$ cat src/rtl/video_timing_pkg.sv
// Shared BT.656 timing constants, FSM state encoding and the pixel-pair payload.
package video_timing_pkg;

  localparam int unsigned WORD_W            = 10;
  localparam int unsigned PAIR_W            = 9;
  localparam int unsigned ACTIVE_PAIRS_NTSC = 360;

  localparam logic [WORD_W-1:0] PREAMBLE_WORD = 10'h3FF;

  typedef enum logic [1:0] {
    IDLE   = 2'd0,
    ACTIVE = 2'd1,
    DRAIN  = 2'd2
  } avx_state_e;

  typedef struct packed {
    logic [WORD_W-1:0] cb;
    logic [WORD_W-1:0] y0;
    logic [WORD_W-1:0] cr;
    logic [WORD_W-1:0] y1;
  } ycbcr_pair_t;

endpackage

$ cat src/rtl/ycbcr_pair_packer.sv
// Demultiplexes Cb/Y0/Cr/Y1 words into one registered pixel-pair with a strobe.
module ycbcr_pair_packer
  import video_timing_pkg::*;
(
  input  logic              clk,
  input  logic              reset,
  input  logic              capture_en,
  input  logic              phase_clr,
  input  logic [WORD_W-1:0] word,
  output logic [1:0]        phase,
  output logic              pair_done_c,
  output logic              pix_valid,
  output ycbcr_pair_t       pair
);

  logic [WORD_W-1:0] cb_q;
  logic [WORD_W-1:0] y0_q;
  logic [WORD_W-1:0] cr_q;

  // The Y1 word completes a group on this edge; a phase clear always restarts at Cb.
  assign pair_done_c = capture_en && !phase_clr && (phase == 2'd3);

  // Phase counter, component holding registers and output pair register.
  always_ff @(posedge clk or posedge reset) begin
    if (reset) begin
      phase     <= 2'd0;
      cb_q      <= '0;
      y0_q      <= '0;
      cr_q      <= '0;
      pair      <= '0;
      pix_valid <= 1'b0;
    end else begin
      pix_valid <= 1'b0;
      if (capture_en) begin
        if (phase_clr) begin
          cb_q  <= word;
          phase <= 2'd1;
        end else begin
          unique case (phase)
            2'd0: cb_q <= word;
            2'd1: y0_q <= word;
            2'd2: cr_q <= word;
            2'd3: begin
              pair      <= '{cb: cb_q, y0: y0_q, cr: cr_q, y1: word};
              pix_valid <= 1'b1;
            end
          endcase
          phase <= phase + 2'd1;
        end
      end
    end
  end

endmodule

$ cat src/rtl/active_video_extractor.sv
// Extracts active-video 4:2:2 groups from a BT.656 stream and tags them with position/field.
module active_video_extractor
  import video_timing_pkg::*;
#(
  parameter int unsigned ACTIVE_PAIRS = ACTIVE_PAIRS_NTSC,
  parameter int unsigned LINE_W       = 9
) (
  input  logic              clk,
  input  logic              reset,
  input  logic [WORD_W-1:0] bt_656,
  input  logic              H,
  input  logic              V,
  input  logic              F,
  output logic              pix_valid,
  output logic [WORD_W-1:0] pix_cb,
  output logic [WORD_W-1:0] pix_y0,
  output logic [WORD_W-1:0] pix_cr,
  output logic [WORD_W-1:0] pix_y1,
  output logic [PAIR_W-1:0] pix_x,
  output logic [LINE_W-1:0] line_y,
  output logic              field,
  output logic              sol,
  output logic              sof,
  output logic              line_err
);

  avx_state_e        state;
  logic              h_prev;
  logic              v_prev;
  logic              armed;
  logic [PAIR_W-1:0] pair_cnt;
  logic [1:0]        phase;
  logic              pair_done_c;
  ycbcr_pair_t       pair;

  logic line_start_c;
  logic h_end_c;
  logic pre_end_c;
  logic eol_c;
  logic capture_c;
  logic v_rise_c;
  logic pre_err_c;

  // h_prev resets high, so a start also needs one real blanking sample since reset;
  // otherwise a reset released mid-line would look like an H falling edge.
  assign line_start_c = (state == IDLE) && armed && h_prev && !H && !V;
  assign h_end_c      = (state == ACTIVE) && H;
  assign pre_end_c    = (state == ACTIVE) && !H && (bt_656 == PREAMBLE_WORD);
  assign eol_c        = h_end_c || pre_end_c;
  assign capture_c    = line_start_c || ((state == ACTIVE) && !eol_c);
  assign v_rise_c     = V && !v_prev;
  assign pre_err_c    = (phase != 2'd0) || (pair_cnt != PAIR_W'(ACTIVE_PAIRS));

  ycbcr_pair_packer u_packer (
    .clk         (clk),
    .reset       (reset),
    .capture_en  (capture_c),
    .phase_clr   (line_start_c),
    .word        (bt_656),
    .phase       (phase),
    .pair_done_c (pair_done_c),
    .pix_valid   (pix_valid),
    .pair        (pair)
  );

  assign pix_cb = pair.cb;
  assign pix_y0 = pair.y0;
  assign pix_cr = pair.cr;
  assign pix_y1 = pair.y1;

  // Line FSM, sync edge history, pair counter and end-of-line error pulse.
  always_ff @(posedge clk or posedge reset) begin
    if (reset) begin
      state    <= IDLE;
      h_prev   <= 1'b1;
      v_prev   <= 1'b0;
      armed    <= 1'b0;
      field    <= 1'b0;
      pair_cnt <= '0;
      line_err <= 1'b0;
    end else begin
      h_prev   <= H;
      v_prev   <= V;
      line_err <= 1'b0;
      if (H) armed <= 1'b1;
      case (state)
        IDLE: begin
          if (line_start_c) begin
            state    <= ACTIVE;
            field    <= F;
            pair_cnt <= '0;
          end
        end
        ACTIVE: begin
          if (h_end_c) begin
            state    <= IDLE;
            line_err <= 1'b1;
          end else if (pre_end_c) begin
            state    <= DRAIN;
            line_err <= pre_err_c;
          end else if (pair_done_c && (pair_cnt != '1)) begin
            pair_cnt <= pair_cnt + PAIR_W'(1);
          end
        end
        DRAIN: begin
          if (H) state <= IDLE;
        end
        default: state <= IDLE;
      endcase
    end
  end

  // Position tags captured alongside each completed pair; held until the next strobe.
  always_ff @(posedge clk or posedge reset) begin
    if (reset) begin
      pix_x <= '0;
      sol   <= 1'b0;
      sof   <= 1'b0;
    end else if (pair_done_c) begin
      pix_x <= pair_cnt;
      sol   <= (pair_cnt == '0);
      sof   <= (pair_cnt == '0) && (line_y == '0);
    end
  end

  // Active-line counter: cleared by V rising (wins over end of line), saturating increment.
  always_ff @(posedge clk or posedge reset) begin
    if (reset) begin
      line_y <= '0;
    end else if (v_rise_c) begin
      line_y <= '0;
    end else if (eol_c && (line_y != '1)) begin
      line_y <= line_y + LINE_W'(1);
    end
  end

endmodule

$ cat config.mk
export PLATFORM = sky130hd
export DESIGN_NAME = active_video_extractor
export DESIGN_NICKNAME = d
export VERILOG_FILES = /design/src/rtl/video_timing_pkg.sv /design/src/rtl/ycbcr_pair_packer.sv /design/src/rtl/active_video_extractor.sv
export SDC_FILE = /design/constraint.sdc
export NUM_CORES = 1
export LEC_CHECK = 0
export ABC_AREA = 1
export CAP_MARGIN = 20
export CORE_AREA = 2 2 96 98
export CTS_BUF_LIST = sky130_fd_sc_hd__clkbuf_16
export DETAILED_ROUTE_END_ITERATION = 10
export DIE_AREA = 0 0 98 100
export GPL_TIMING_DRIVEN = 1
export PLACE_DENSITY = 0.84
export SLEW_MARGIN = 0
export SYNTH_ARGS = -nofsm -noshare
export SYNTH_HDL_FRONTEND = slang
export SYNTH_HIERARCHICAL = 1
export SYNTH_SLANG_ARGS = --single-unit
$ cat constraint.sdc
create_clock -name clk -period 7.1 [get_ports clk]
set_input_delay 1.42 -clock clk [delete_from_list [all_inputs] [get_ports clk]]
set_output_delay 1.42 -clock clk [all_outputs]
set_load 0.01 [all_outputs]
==> results of run 1 <==
layout make-up:
| class | count | area share [%] |
|---|---|---|
| Timing Repair Buffer | 82 | 13.7 |
| Clock inverter | 7 | 1.53 |
| Inverter | 43 | 2.66 |
| Sequential cell | 109 | 45.1 |
| Clock buffer | 9 | 3.72 |
| Multi-Input combinational cell | 400 | 31.1 |
| Tap cell | 111 | 2.29 |
metal layers:
metal / part of all wire (%) / global-route usage, % / up-vias
li1: - / - / 1992
met1: 41 / 33.1 / 1988
met2: 50 / 41.8 / 189
met3: 6.7 / 3.69 / 17
met4: 1.4 / 8.76 / 0
met5: 0 / 0 / -
flip-flops by register name, summed over array words and instances (netlist names):
name                flops
u_packer/pair          40
u_packer/cb_q          10
u_packer/cr_q          10
u_packer/y0_q          10
line_y                  9
pair_cnt                9
pix_x                   9
state                   2
u_packer/phase          2
armed                   1
field                   1
h_prev                  1
line_err                1
sof                     1
sol                     1
u_packer/pix_valid      1
v_prev                  1
cells in the final DEF, fill, tap and decap left out, drive strengths merged:
| cell type | count |
|---|---|
| bufinv | 1 |
| clkdlybuf4s50 | 77 |
| a21o | 1 |
| ha | 10 |
| nand3 | 98 |
| a21oi | 1 |
| clkbuf | 9 |
| nand2 | 225 |
| dfstp | 1 |
| nor3b | 1 |
| inv | 45 |
| clkinv | 4 |
| xor2 | 1 |
| o21a | 1 |
| nand3b | 2 |
| nand4 | 12 |
| nor4 | 4 |
| or2 | 2 |
| buf | 5 |
| dfrtp | 108 |
| o21ai | 21 |
| nor3 | 4 |
| nor2 | 17 |
per-stage QoR:
stage | power (mW) | hold WS, ps | std cells
after floorplan | 1.51 | 421 | 578
after global placement | 1.83 | 442 | 744
after detailed placement | 1.87 | 446 | 744
after CTS | 2.41 | 463 | 760
after global routing | 2.58 | 489 | 761
final | 2.42 | 455 | 761
final timing paths:
path                       cells past startpoint                       endpoint                 start  slack (ps)
min in group asynchronous                      3          line_y[1]$_DFFE_PP0P_                 reset        1520
max reg2reg                                   16        pair_cnt[4]$_DFFE_PP0P_  state[0]$_DFFE_PP0P_        3800
min reg2reg                                    2              armed$_DFFE_PP0P_     armed$_DFFE_PP0P_         460
max                                           18        pair_cnt[4]$_DFFE_PP0P_                     H        2750
min                                            2              armed$_DFFE_PP0P_     armed$_DFFE_PP0P_         460
max in group asynchronous                      3  u_packer/pair[33]$_DFFE_PP0P_                 reset        4820
cell families after synthesis:
logic type               Yosys count
AND/OR/NAND/NOR                  365
XOR/XNOR                           1
adder cells (fa/ha/maj)           10
buffers and inverters             69
flip-flops                       109
AO/OA/AOI/OAI                     24
critical path, cell delays in order:
cell and delay (ps):
clkdlybuf4s50_1 580, inv_1 100, nand3_1 110, nor2_1 60, nand2_1 140, nand2_1 260, inv_2 150, nand2_1 70
nand2_1 440, nand3_2 170, inv_1 130, inv_2 140, nor2_1 130, nand2_1 90, nand2_2 120, nand3_4 220
nand2_1 160, o21ai_2 60
where the power goes:
part	leakage, nW	switching (mW)	internal [mW]	total (mW)
combinational	1.53	0.504	0.404	0.908
clock	0.155	0.240	0.283	0.523
sequential	1.42	0.143	0.843	0.986
total	3.10	0.887	1.53	2.42
==> out/summary.txt, run 1 <==
largest family of logic cells by synthesized area - simple AND/OR/NAND/NOR gates
CP Data Arrival Time - 4580 ps
post-synthesis sequential area ratio - 55.2%
cell with the most instances after synthesis - nand2_1
Clock Skew - 8.40 ps
Synth area leaders - dfrtp_1 (55%), nand2_1 (17%), nand3_1 (9.7%)
drt drc - 0
Detail Route Antenna Nets - 0
Synth Area in Simple Gates - 32.2%
Place WS - 2440 ps
worst slew pin tran - 901 ps
Synth Area in XOR/XNOR - 0.177%
critical path class - input pin to flop
share of cells above drive strength 1 - 6.62%
fmax - 230 MHz
Hold Fails Final Rpt - 0
wire per inst - 15.2 microns
DP Wirelength - 7570 microns
VDD IR-drop max - 0.205 mV
number of flops mapped to enable cells by yosys - 0
nets - 670
CP Launch Type - input pin
Max-Cap Viols - 0
final instance area - 6060 sq um
Resized Gates After CTS - 0
Worst-path clk slew - 70 ps
CTS buffer count - 9
DR vias/cell - 5.50
Post-Syn Area - 4950 sq um
clock period minus final worst setup slack - 4350 ps
Util after Layout - 68.1%
Layout area overhead - 22.5%
post-synth top area share - 54.6%
status - completed
vias in the first global route - 4128
initial detailed-routing violation count - 278
# rows - 35
Pwr Density - 399 nW/um^2
Horiz. Die Dim - 98 microns
final WL - 11600 microns
FF+latch count, synth - 109
cell taking the most area after synthesis - dfrtp_1
post-CTS setup buffer count - 0
core area - 8890 sq um
multi-input logic area - 1880 sq um
diode count - 0
Yosys cell types - 33
Final Max Tran Viols - 0
DP Area - 5710 sq um
Root Driver - clkbuf_16
worst setup margin - 2750 ps
synthesized area per cell - 8.56 sq um
CTS max path bufs - 2
Starting Density - 55.6%
Hold Buf Count CTS - 0
fraction of registers with async set/reset - 100%
Leak - 3.10 nW
number of fill cells - 693
Post-Syn Instances - 578
worst relative slew slack - 39.9%
Num Clock Sinks - 109
Final TNS setup - 0 ps
unrepaired setup endpoints after global routing - no
Hold Path Class - flop to flop
H-tree depth - 3
largest net degree at the start of global routing - 74
Final Setup Violations - 0
Overflow after GRT - 0
Post-synth top cells - nand2_1 (224), dfrtp_1 (108), nand3_1 (96)
port bufs - 77
Setup crit end kind - flop
Compound-Gate Fraction of Synth Area - 3.14%
Period Utilization, post-route - 61.2%
Synthesized Nets - 603
Worst-Skew Late Latency - 340 ps
drt first pass iters - 7
global-route usage over all layers - 24.8%
TritonCTS clock tree - done
Post-Synth Adder-Cell Area - 2.53%
Die ar. - 9800 sq um
first-pass GRT wire length - 19700 microns
die height - 100 microns
IO Pins - 78
yosys warns - 6
RD Place Congestion - 0.845
Register Area - 2730 sq um
vias post-DR - 4186
Data required, critical path - 7330 ps
ys flop type - dfrtp_1
post-synthesis mux area share - 0%
initial antenna violation count - 0
Crit Path Max Fanout - 19
Power figures use the tool's default switching activity.
==> run 2: changes to the inputs <==
- CORE_AREA: 2 2 96 98 -> 2 2 99 101
- DIE_AREA: 0 0 98 100 -> 0 0 101 103
- PLACE_DENSITY: 0.84 -> 0.8
- clock period: 7.1 -> 4.5 ns (I/O delays scaled with it)
==> run 2 against run 1 <==
Effect of this change: die area increased by 6.2%; combinational power increased by 55%; worst hold slack improved by 23 ps; count of clock-buffer cells in the layout unchanged; core utilization decreased by 4.5 points; non-clock buffer count increased by 2; wire length decreased by 3.4%; final cell count increased by 0.66%; cell area decreased by 0.56%; flip-flop and latch count unchanged; sequential share of layout area increased by 0.25 points; critical endpoint is now pair_cnt[5]$_DFFE_PP0P_.
==> out/summary.txt, run 2 (synthesized netlist as in run 1, its figures left out) <==
status - completed
fmax - 286 MHz
first-pass GRT wire length - 18800 microns
CP Data Arrival Time - 3730 ps
nets - 672
Root Driver - clkbuf_16
initial antenna violation count - 0
critical path class - input pin to flop
Hold Buf Count CTS - 0
Pint - 2.35 mW
Die ar. - 10400 sq um
WHS - 479 ps
Resized Gates After CTS - 0
M2 GR Usage - 38.2%
Layout area overhead - 21.8%
diode count - 0
Crit Path Max Fanout - 19
Data required, critical path - 4730 ps
Horiz. Die Dim - 101 microns
Worst-Skew Late Latency - 350 ps
Final Max Tran Viols - 0
Starting Density - 52.3%
global-route usage over all layers - 22.8%
clock period minus final worst setup slack - 3500 ps
VDD IR-drop max - 0.250 mV
Period Utilization, post-route - 77.8%
DP Wirelength - 7700 microns
vias in the first global route - 3903
final non-filler cell total - 766
most flop-heavy register - u_packer/pair
IO Pins - 78
drt first pass iters - 5
Clock Skew - 9.15 ps
Detail Route Antenna Nets - 0
Worst-path clk slew - 70 ps
Switching Fraction - 36.9%
CTS buffer count - 9
commonest cells after routing, fill and taps aside - nand2_1 (224), dfrtp_1 (108), nand3_1 (96)
CP Launch Type - input pin
Pwr Density - 617 nW/um^2
Global Route met1 Usage - 31.2%
final WL - 11200 microns
Max-Cap Viols - 0
DR vias/cell - 5.41
gr busiest metal - met2
DP Area - 5740 sq um
unrepaired setup endpoints after global routing - no
Final Setup Violations - 0
Leak - 3.09 nW
core area - 9460 sq um
number of fill cells - 800
RD Place Congestion - 0.885
multi-input logic area - 1880 sq um
die height - 103 microns
initial detailed-routing violation count - 195
share of cells above drive strength 1 - 6.75%
Net Sw Power - 1.37 mW
max FFs per register - 40
commonest non-fill, non-tap cell in the layout - nand2_1
Num Clock Sinks - 109
port bufs - 77
# rows - 36
Hold Fails Final Rpt - 0
placed cell count - 750
Final TNS setup - 0 ps
post-CTS setup buffer count - 0
wire per inst - 14.6 microns
Overflow after GRT - 0
final instance area - 6020 sq um
drt drc - 0
Register Area - 2730 sq um
grt met3 use - 3.25%
TritonCTS clock tree - done
Flop pwr share - 41.6%
worst slew pin tran - 639 ps
clock share of power - 20.5%
largest net degree at the start of global routing - 45
combinational fraction of design power - 37.9%
H-tree depth - 3
CTS max path bufs - 2
Setup crit end kind - flop
vias post-DR - 4143
worst relative slew slack - 57.1%
Hold Path Class - flop to flop
[run 2: cell type report]
type,count,share of cell area [%]
well taps,114,2.37
inverters,43,2.68
flip-flops and latches,109,45.3
repair buffers,84,13.7
clock buffers,9,3.74
multi-input cells,400,31.2
clock inverters,7,0.997
[run 2: power groups by stage]
stage	Clock, mW	Sequential (mW)	Combinational, mW
global placement	0	1.55	1.38
global route	0.820	1.59	1.58
floorplan	0	1.62	0.759
CTS	0.776	1.55	1.42
finish	0.762	1.55	1.41
detailed placement	0	1.56	1.41
[run 2: critical path: stages]
cell	delay (ps)
clkdlybuf4s50_1	560
inv_1	100
nand3_1	110
nor2_1	50
nand2_1	140
nand2_1	270
inv_2	140
nand2_1	80
nand2_1	90
buf_4	220
nand3_2	100
inv_1	110
inv_2	130
nor2_1	110
nand2_1	70
nand2_2	110
nand3_4	210
nand2_1	160
o21ai_2	60
[run 2: stage by stage]
stage | utilization (%) | total power, mW | setup slack, ps
floorplan | - | 2.38 | 1650
CTS | 63.7 | 3.74 | 1020
detailed placement | 60.7 | 2.97 | 664
global route | 63.7 | 3.98 | 689
finish | 63.7 | 3.72 | 999
global placement | 60.7 | 2.93 | 736
[run 2: path summary, 6_finish.rpt]
path                                              start  depth (start not counted)                             to  slack (ps)
max in group asynchronous                         reset                          3  u_packer/pair[39]$_DFFE_PP0P_        2560
min in group asynchronous                         reset                          2   u_packer/cr_q[2]$_DFFE_PP0P_         970
min                        u_packer/cb_q[6]$_DFFE_PP0P_                          2   u_packer/cb_q[6]$_DFFE_PP0P_         480
min reg2reg                u_packer/cb_q[6]$_DFFE_PP0P_                          2   u_packer/cb_q[6]$_DFFE_PP0P_         480
max                                                   H                         19        pair_cnt[5]$_DFFE_PP0P_        1000
max reg2reg                        state[0]$_DFFE_PP0P_                         17        pair_cnt[5]$_DFFE_PP0P_        1580
[run 2: routing by layer]
layer	part of all wire, %	wire, microns
met5	0	0
met4	1.7	190
met2	49	5490
met1	45	5030
met3	4.1	460
